`src/rtl/ir_beacon_decoder.sv`:
```
// IR beacon decoder: measures rising-edge periods of a synchronized IR input and locks onto 1 kHz or 10 kHz beacons.
// Optional input glitch filter is enabled by defining IR_GLITCH_FILTER_EN.
module ir_beacon_decoder #(
    parameter int unsigned P1K_MIN  = 90_000,
    parameter int unsigned P1K_MAX  = 110_000,
    parameter int unsigned P10K_MIN = 9_000,
    parameter int unsigned P10K_MAX = 11_000,
    parameter int unsigned LOCK_CNT = 4,
    parameter int unsigned TIMEOUT  = 200_000
) (
    input  logic        clk,
    input  logic        rst,
    input  logic        IR_In,
    output logic        IR_1k,
    output logic        IR_10k,
    output logic [17:0] Period,
    output logic        Sig_Lost
);

    typedef enum logic [2:0] {
        NO_SIG,
        CAND_1K,
        CAND_10K,
        LOCK_1K,
        LOCK_10K
    } state_t;

    localparam logic [17:0] TIMEOUT_C = 18'(TIMEOUT);
    localparam logic [2:0]  LOCK_C    = 3'(LOCK_CNT);

    logic        sync1_q, sync2_q;
    logic        sigLevel, sigPrev_q, riseEdge;
    logic [17:0] cnt_q, cnt_d, period_q, period_d;
    logic        startPend_q, startPend_d;
    logic [2:0]  match_q, match_d;
    state_t      state_q, state_d;
    logic        ir1k_q, ir10k_q, lost_q, lost_d;
    logic        isA, isB, classify, timeoutHit;

    always_ff @(posedge clk) begin
        if (rst) begin
            sync1_q <= 1'b0;
            sync2_q <= 1'b0;
        end else begin
            sync1_q <= IR_In;
            sync2_q <= sync1_q;
        end
    end

`ifdef IR_GLITCH_FILTER_EN
    logic       filt_q, filt_d;
    logic [2:0] filtCnt_q, filtCnt_d;

    // Level follows the input only after 8 consecutive samples that disagree with it.
    always_comb begin
        filt_d    = filt_q;
        filtCnt_d = 3'd0;
        if (sync2_q != filt_q) begin
            if (filtCnt_q == 3'd7) begin
                filt_d = sync2_q;
            end else begin
                filtCnt_d = filtCnt_q + 3'd1;
            end
        end
    end

    always_ff @(posedge clk) begin
        if (rst) begin
            filt_q    <= 1'b0;
            filtCnt_q <= 3'd0;
        end else begin
            filt_q    <= filt_d;
            filtCnt_q <= filtCnt_d;
        end
    end

    assign sigLevel = filt_q;
`else
    assign sigLevel = sync2_q;
`endif

    assign riseEdge   = sigLevel & ~sigPrev_q;
    assign classify   = riseEdge & ~startPend_q;
    assign isA        = (cnt_q >= 18'(P1K_MIN)) && (cnt_q <= 18'(P1K_MAX));
    assign isB        = (cnt_q >= 18'(P10K_MIN)) && (cnt_q <= 18'(P10K_MAX));
    // An edge landing on the saturated count wins; the start-pending flag keeps the timeout one-shot.
    assign timeoutHit = (cnt_q == TIMEOUT_C) && !riseEdge && !startPend_q;

    always_comb begin
        state_d     = state_q;
        match_d     = match_q;
        period_d    = period_q;
        startPend_d = startPend_q;
        lost_d      = 1'b0;
        cnt_d       = cnt_q;

        if (riseEdge) begin
            cnt_d       = 18'd1;
            startPend_d = 1'b0;
        end else if (cnt_q != TIMEOUT_C) begin
            cnt_d = cnt_q + 18'd1;
        end

        if (classify) begin
            period_d = cnt_q;
            case (state_q)
                NO_SIG: begin
                    if (isA) begin
                        state_d = CAND_1K;
                        match_d = 3'd1;
                    end else if (isB) begin
                        state_d = CAND_10K;
                        match_d = 3'd1;
                    end
                end
                CAND_1K, CAND_10K: begin
                    if ((state_q == CAND_1K) ? isA : isB) begin
                        if (match_q + 3'd1 == LOCK_C) begin
                            state_d = (state_q == CAND_1K) ? LOCK_1K : LOCK_10K;
                            match_d = 3'd0;
                        end else begin
                            match_d = match_q + 3'd1;
                        end
                    end else if (isA) begin
                        state_d = CAND_1K;
                        match_d = 3'd1;
                    end else if (isB) begin
                        state_d = CAND_10K;
                        match_d = 3'd1;
                    end else begin
                        state_d = NO_SIG;
                        match_d = 3'd0;
                    end
                end
                LOCK_1K, LOCK_10K: begin
                    if ((state_q == LOCK_1K) ? isA : isB) begin
                        match_d = 3'd0;
                    end else if (match_q + 3'd1 == LOCK_C) begin
                        state_d = NO_SIG;
                        match_d = 3'd0;
                    end else begin
                        match_d = match_q + 3'd1;
                    end
                end
                default: begin
                    state_d = NO_SIG;
                    match_d = 3'd0;
                end
            endcase
        end else if (timeoutHit) begin
            state_d     = NO_SIG;
            match_d     = 3'd0;
            startPend_d = 1'b1;
            lost_d      = (state_q == LOCK_1K) || (state_q == LOCK_10K);
        end
    end

    always_ff @(posedge clk) begin
        if (rst) begin
            state_q     <= NO_SIG;
            match_q     <= 3'd0;
            cnt_q       <= 18'd0;
            period_q    <= 18'd0;
            startPend_q <= 1'b1;
            sigPrev_q   <= 1'b0;
            ir1k_q      <= 1'b0;
            ir10k_q     <= 1'b0;
            lost_q      <= 1'b0;
        end else begin
            state_q     <= state_d;
            match_q     <= match_d;
            cnt_q       <= cnt_d;
            period_q    <= period_d;
            startPend_q <= startPend_d;
            sigPrev_q   <= sigLevel;
            ir1k_q      <= (state_d == LOCK_1K);
            ir10k_q     <= (state_d == LOCK_10K);
            lost_q      <= lost_d;
        end
    end

    assign IR_1k    = ir1k_q;
    assign IR_10k   = ir10k_q;
    assign Period   = period_q;
    assign Sig_Lost = lost_q;

endmodule
```
`config.mk`:
```
export PLATFORM = sky130hd
export DESIGN_NAME = ir_beacon_decoder
export DESIGN_NICKNAME = d
export VERILOG_FILES = /design/src/rtl/ir_beacon_decoder.sv
export SDC_FILE = /design/constraint.sdc
export NUM_CORES = 1
export LEC_CHECK = 0
export CORE_ASPECT_RATIO = 1.2
export CORE_MARGIN = 5
export CORE_UTILIZATION = 40
export CTS_BUF_LIST = sky130_fd_sc_hd__clkbuf_16
export DETAILED_ROUTE_END_ITERATION = 10
export PLACE_DENSITY_LB_ADDON = 0.2
export SLEW_MARGIN = 20
export SYNTH_ARGS = -nofsm -noshare
export SYNTH_HDL_FRONTEND = slang
export SYNTH_SLANG_ARGS = --single-unit
```
`constraint.sdc`:
```
create_clock -name clk -period 5.3 [get_ports clk]
set_input_delay 1.06 -clock clk [delete_from_list [all_inputs] [get_ports clk]]
set_output_delay 1.06 -clock clk [all_outputs]
set_load 0.02 [all_outputs]
```
# After elaboration in Yosys (flattened, before gate mapping)
# Cells that the tools add are included.
[totals]
reg_bits = 49
out_inout_bits = 21
[op_classes]
add_sub_neg = 2
n_lt_le_gt_ge = 4
n_eq_ne = 10
n_mux = 29
n_bitwise = 5
reduce_logical = 15
[ops]
columns = ["cell", "n"]
rows = [
  ["3-bit 2-to-1 mux", 16],
  ["18-bit by 1-bit adder with 18-bit output, second input constant", 1],
  ["18-bit equality test, second input constant", 1],
  ["18-bit by 14-bit greater-or-equal comparator with 1-bit output, second input constant", 1],
  ["18-bit by 17-bit greater-or-equal comparator with 1-bit output, second input constant", 1],
  ["18-bit by 14-bit less-or-equal comparator with 1-bit output, second input constant", 1],
  ["18-bit by 17-bit less-or-equal comparator with 1-bit output, second input constant", 1],
  ["18-bit inequality test, second input constant", 1],
  ["3-bit one-hot mux with 3 select lines", 2],
  ["3-bit by 2-bit equality test with 1-bit output, second input constant", 3],
  ["3-bit equality test, second input constant", 3],
  ["1-bit 2-to-1 mux", 9],
  ["2-bit OR reduction", 3],
  ["1-bit logical AND", 4],
  ["2-bit 2-to-1 mux", 2],
  ["4-bit inequality test, second input constant", 1],
  ["2-bit nonzero test", 2],
  ["3-bit by 1-bit adder with 3-bit output, second input constant", 1],
  ["3-bit by 1-bit equality test with 1-bit output, second input constant", 1],
  ["3-bit logical NOT", 1],
  ["1-bit NOT", 3],
  ["3-bit OR reduction", 1],
  ["1-bit AND", 2],
  ["1-bit logical NOT", 2],
  ["other kinds (2)", 2],
]

# Depth between registers and ports, before layout
[depth]
depth_word = 8
ltp_mapped = 9
mapped_depth_nobuf = 9

# Worst setup path after synthesis
# Ideal clock, no wire load.
[synth_path]
path_kind = "register to register"
startpoint = "register cnt_q[15]"
endpoint = "register match_q[0]"
setup_ns = 0.096
arrival_ns = 1.965
path_slack_ns = 3.239
stages_incl_launch_ff = 9
period_less_slack_ns = 2.061
path_cell_list = "dfxtp_1 buf_6 nor4_4 or3b_1 nor3_2 o21ai_2 a221oi_2 a31oi_1 o41ai_2"
[synth_via]
elab_chain_len = 7
word_cells_on_any_way = 21
[synth_rtl]
columns = ["item", "line", "source"]
rows = [
  ["start, declared", "33", "logic [17:0] cnt_q, cnt_d, period_q, period_d;"],
  ["start signal, assigned", "172", "cnt_q <= cnt_d;"],
  ["18-bit by 14-bit greater-or-equal comparator with 1-bit output or 18-bit by 14-bit less-or-equal comparator with 1-bit output (tied branches)", "85", "assign isB = (cnt_q >= 18'(P10K_MIN)) && (cnt_q <= 18'(P10K_MAX));"],
  ["1-bit logical AND", "85", ""],
  ["1-bit 2-to-1 mux", "127", "end else if (isB) begin"],
  ["1-bit 2-to-1 mux", "124", "end else if (isA) begin"],
  ["3-bit 2-to-1 mux", "117", "if ((state_q == CAND_1K) ? isA : isB) begin"],
  ["3-bit one-hot mux with 3 select lines", "106", "case (state_q)"],
  ["3-bit 2-to-1 mux", "104", "if (classify) begin"],
  ["end signal, assigned", "171", "match_q <= match_d;"],
  ["end, declared", "35", "logic [2:0] match_q, match_d;"],
]
# Parallel ways exist; a longest one is shown, timed or not.
# A chain may end at the register's enable or synchronous reset.

# Worst setup path in the final report
[layout_path]
startpoint = "register cnt_q[8]"
endpoint = "register match_q[0]"
# The elaborated chain is that of the path after synthesis.

==> summary.md <==
| Metric | Value |
|---|---|
| Outcome | finished clean |
| Startpoint types | flip-flop |
| Antenna diodes | 0 |
| CTS tree | yes |
| Largest net degree at the start of global routing | 33 |
| Core ar. | 6051 um^2 |
| Crit path launch | cnt_q[8] |
| Post-synth top cells | nand2_1 (56), dfxtp_1 (49), nor2_1 (30) |
| Post-synthesis xor/xnor area fraction | 0.04912 |
| Non-filler cells, final | 401 |
| Post-synth EDFFs | 0 |
| Total of max-cap violations | 0 |
| Crit path time final | 2432 ps |
| Die width | between 80 and 90 um |
| Critical path arrival | 2590 ps |
| Final instance area | ~2900 um^2 |
| Fraction of layout cells with a size suffix above 1 | 0.06897 |
| Hold Crit Depth | 1 |
| Final nets | 325 |
| DR DRC count | 0 |
| Placed insts | between 300 and 400 |
| Ys flop type | dfxtp_1 |
| Grt ovf | 0 |
| Register area share after synthesis | 0.3930 |
| Mux cell area share after synthesis | 0.009023 |
| Simple-gate share of the synthesized area | 0.3048 |
| Final max-slew violation count | 0 |
| Power per cell area | 246.0 nW/um^2 |
| Most frequent cell after synthesis | nand2_1 |
| Total clock sinks | between 40 and 50 |
| Drt via density | 5.314 |
| Pwr Total | ~0.71 mW |
| Root Driver | clkbuf_16 |
| Number of gates resized after CTS | 0 |
| DP Area | 2730 um^2 |
| Post-synthesis cell area | approximately 2500 um^2 |
| Yosys warning count | 0 |
| CP endpoint kind | flip-flop |
| TNS Setup | 0 ps |
| Synthesized Nets | 318 |
| DRT Wirelength | 5.570 mm |
| Area Growth Syn to Fin | 15.09% |
| DR pass1 iterations | 4 |
| Area share of the leading cell type in the synthesized netlist | 0.3930 |
| R2r endpoint | match_q[0] |
| Die area | 7927 um^2 |
| Asr flop ratio synth | 0 |
| Port bufs | 23 |
| Hold_buf cts | 0 |
| Post-synthesis compound-gate area fraction | 0.1709 |
| Total GRT Usage | 0.1514 |
| F_max | roughly 410 MHz |
| Vias in the first global route | 2,022 |
| Leak Pwr | 0.9563 nW |
| Reg2reg path depth | 7 |
| DP HPWL | 4.060 mm |
| Crit path kind | flip-flop to flip-flop |
| Initial antenna violation count | 0 |
| Largest family of logic cells by synthesized area | simple AND/OR/NAND/NOR gates |
| Hold crit path type | flip-flop to flip-flop |
| First-pass GRT wire length | 9.473 mm |
| Core Rows | 31 |
| Number of buffers created by CTS | 5 |
| Relative slew slack | 0.5569 |
| Netlist cell types | 56 |
| H-tree Lvls | 2 |
| Skew-Pair Late Insertion Delay | 290 ps |
| Clock Path Buffers | 2 |
| Hold path start | sync1_q |
| Initial Utilization | 0.4125 |
| Top-level port count | 24 |
| Hold WS | between 400 and 500 ps |
| Worst r2r src | cnt_q[8] |
| Adder-cell share of the synthesized area | 0.02005 |
| Unrepaired setup endpoints after global routing | no |
| Post-CTS Setup Bufs | 0 |
| VDD IR-drop max | 0.1034 mV |
| Critical-path maximum fanout | 9 |
| Mean Syn Cell Area | 8.026 um^2 |
| Slew of the pin with the lowest slew margin | 664.6 ps |
| Clock transition at the registers of the reported paths | 70 ps |
| Final period utilization | 0.4588 |
| DRT antenna net count | 0 |
| Area leader, netlist | dfxtp_1 |
| WHS Endpoint | sigLevel |
| Mapped Cells | 311 |
| Crit path required time | 5460 ps |
| Drt wl/cell | 13.89 um |
| Layout Skew | 5.760 ps |
| Placer Congestion | 0.8098 |
| # setup viols final | 0 |
| Die H | about 97 um |
| Via count | 2,131 |
| DR iter-0 viols | 103 |
| Register bit total from synthesis | slightly below 50 |
| Area contributors post-synth | dfxtp_1 (39%), nand2_1 (8.4%), a21oi_1 (5.6%) |
| Fin. Hold Viols | 0 |
| FF-to-FF setup slack | 2870 ps |
## placed cells by master, fill, tap and decap left out, drive strengths merged, types with 5 or more instances in the layout
| master | count |
|---|---|
| nor3 | 5 |
| clkdlybuf4s50 | 23 |
| nand2 | 56 |
| inv | 5 |
| nand4 | 7 |
| o21ai | 10 |
| xnor2 | 5 |
| dfxtp | 49 |
| and3 | 5 |
| nor2b | 7 |
| a21oi | 28 |
| clkbuf | 5 |
| nand3 | 9 |
| xor2 | 9 |
| nor2 | 30 |
## critical path, stage by stage, from the launching register on
cell,delay [ps]
dfxtp_1,540
nand2_1,190
o31a_1,320
a21oi_1,340
and2_1,290
mux2_2,350
a31oi_1,170
o41ai_2,90
## flip-flops by register name, summed over array words and instances (netlist names)
name / flops
IR_10k: 1
IR_1k: 1
Period: 18
Sig_Lost: 1
cnt_q: 18
match_q: 3
sigLevel: 1
sigPrev_q: 1
startPend_q: 1
state_q: 3
sync1_q: 1
## cell families after synthesis
group / Yosys count
compound gates: 65
fa+ha+maj: 4
mux: 2
simple gates: 147
buf+inv: 30
flops: 49
xor+xnor: 14
## through the flow
| step | utilization | setup WS, ps |
|---|---|---|
| 2_1_floorplan | - | 3239 |
| 3_3_place_gp | 0.4512 | 2597 |
| 3_5_place_dp | 0.4512 | 2582 |
| 4_1_cts | 0.4748 | 2836 |
| 5_1_grt | 0.4748 | 2622 |
| 6_report | 0.4748 | 2868 |
## final cells by class
cell class,count,area (um^2)
clock buffer,5,125.1
multi-input combinational,232,1383
clock inverter,3,17.52
sequential,49,980.9
tap,82,102.6
fill,612,3178
timing repair buffer,25,245.2
inverter,5,18.77
## per-layer routing
layer  vias up  routed length, um  track usage
li1       1093                  -            -
met1       987               2478       0.1750
met2        41               2804       0.2716
met3        10                201      0.02690
met4         0                 86      0.06233
met5         -                  0            0
## where the power goes
group	internal, mW	leakage (nW)	switching (mW)	total, mW
clock	0.173	0.0712	0.138	0.311
sequential	0.371	0.396	0.00409	0.375
combinational	0.00789	0.489	0.0123	0.0202
## worst max path at each step
stage | end | slack [ps] | cells past startpoint
after floorplan | match_q[0] | 3240 | 8
after global placement | Sig_Lost | 2600 | 4
after detailed placement | Sig_Lost | 2580 | 4
after CTS | IR_10k | 2840 | 6
after global routing | match_q[0] | 2620 | 7
final | match_q[0] | 2870 | 7
No activity file was read; power rests on OpenSTA's default activity.
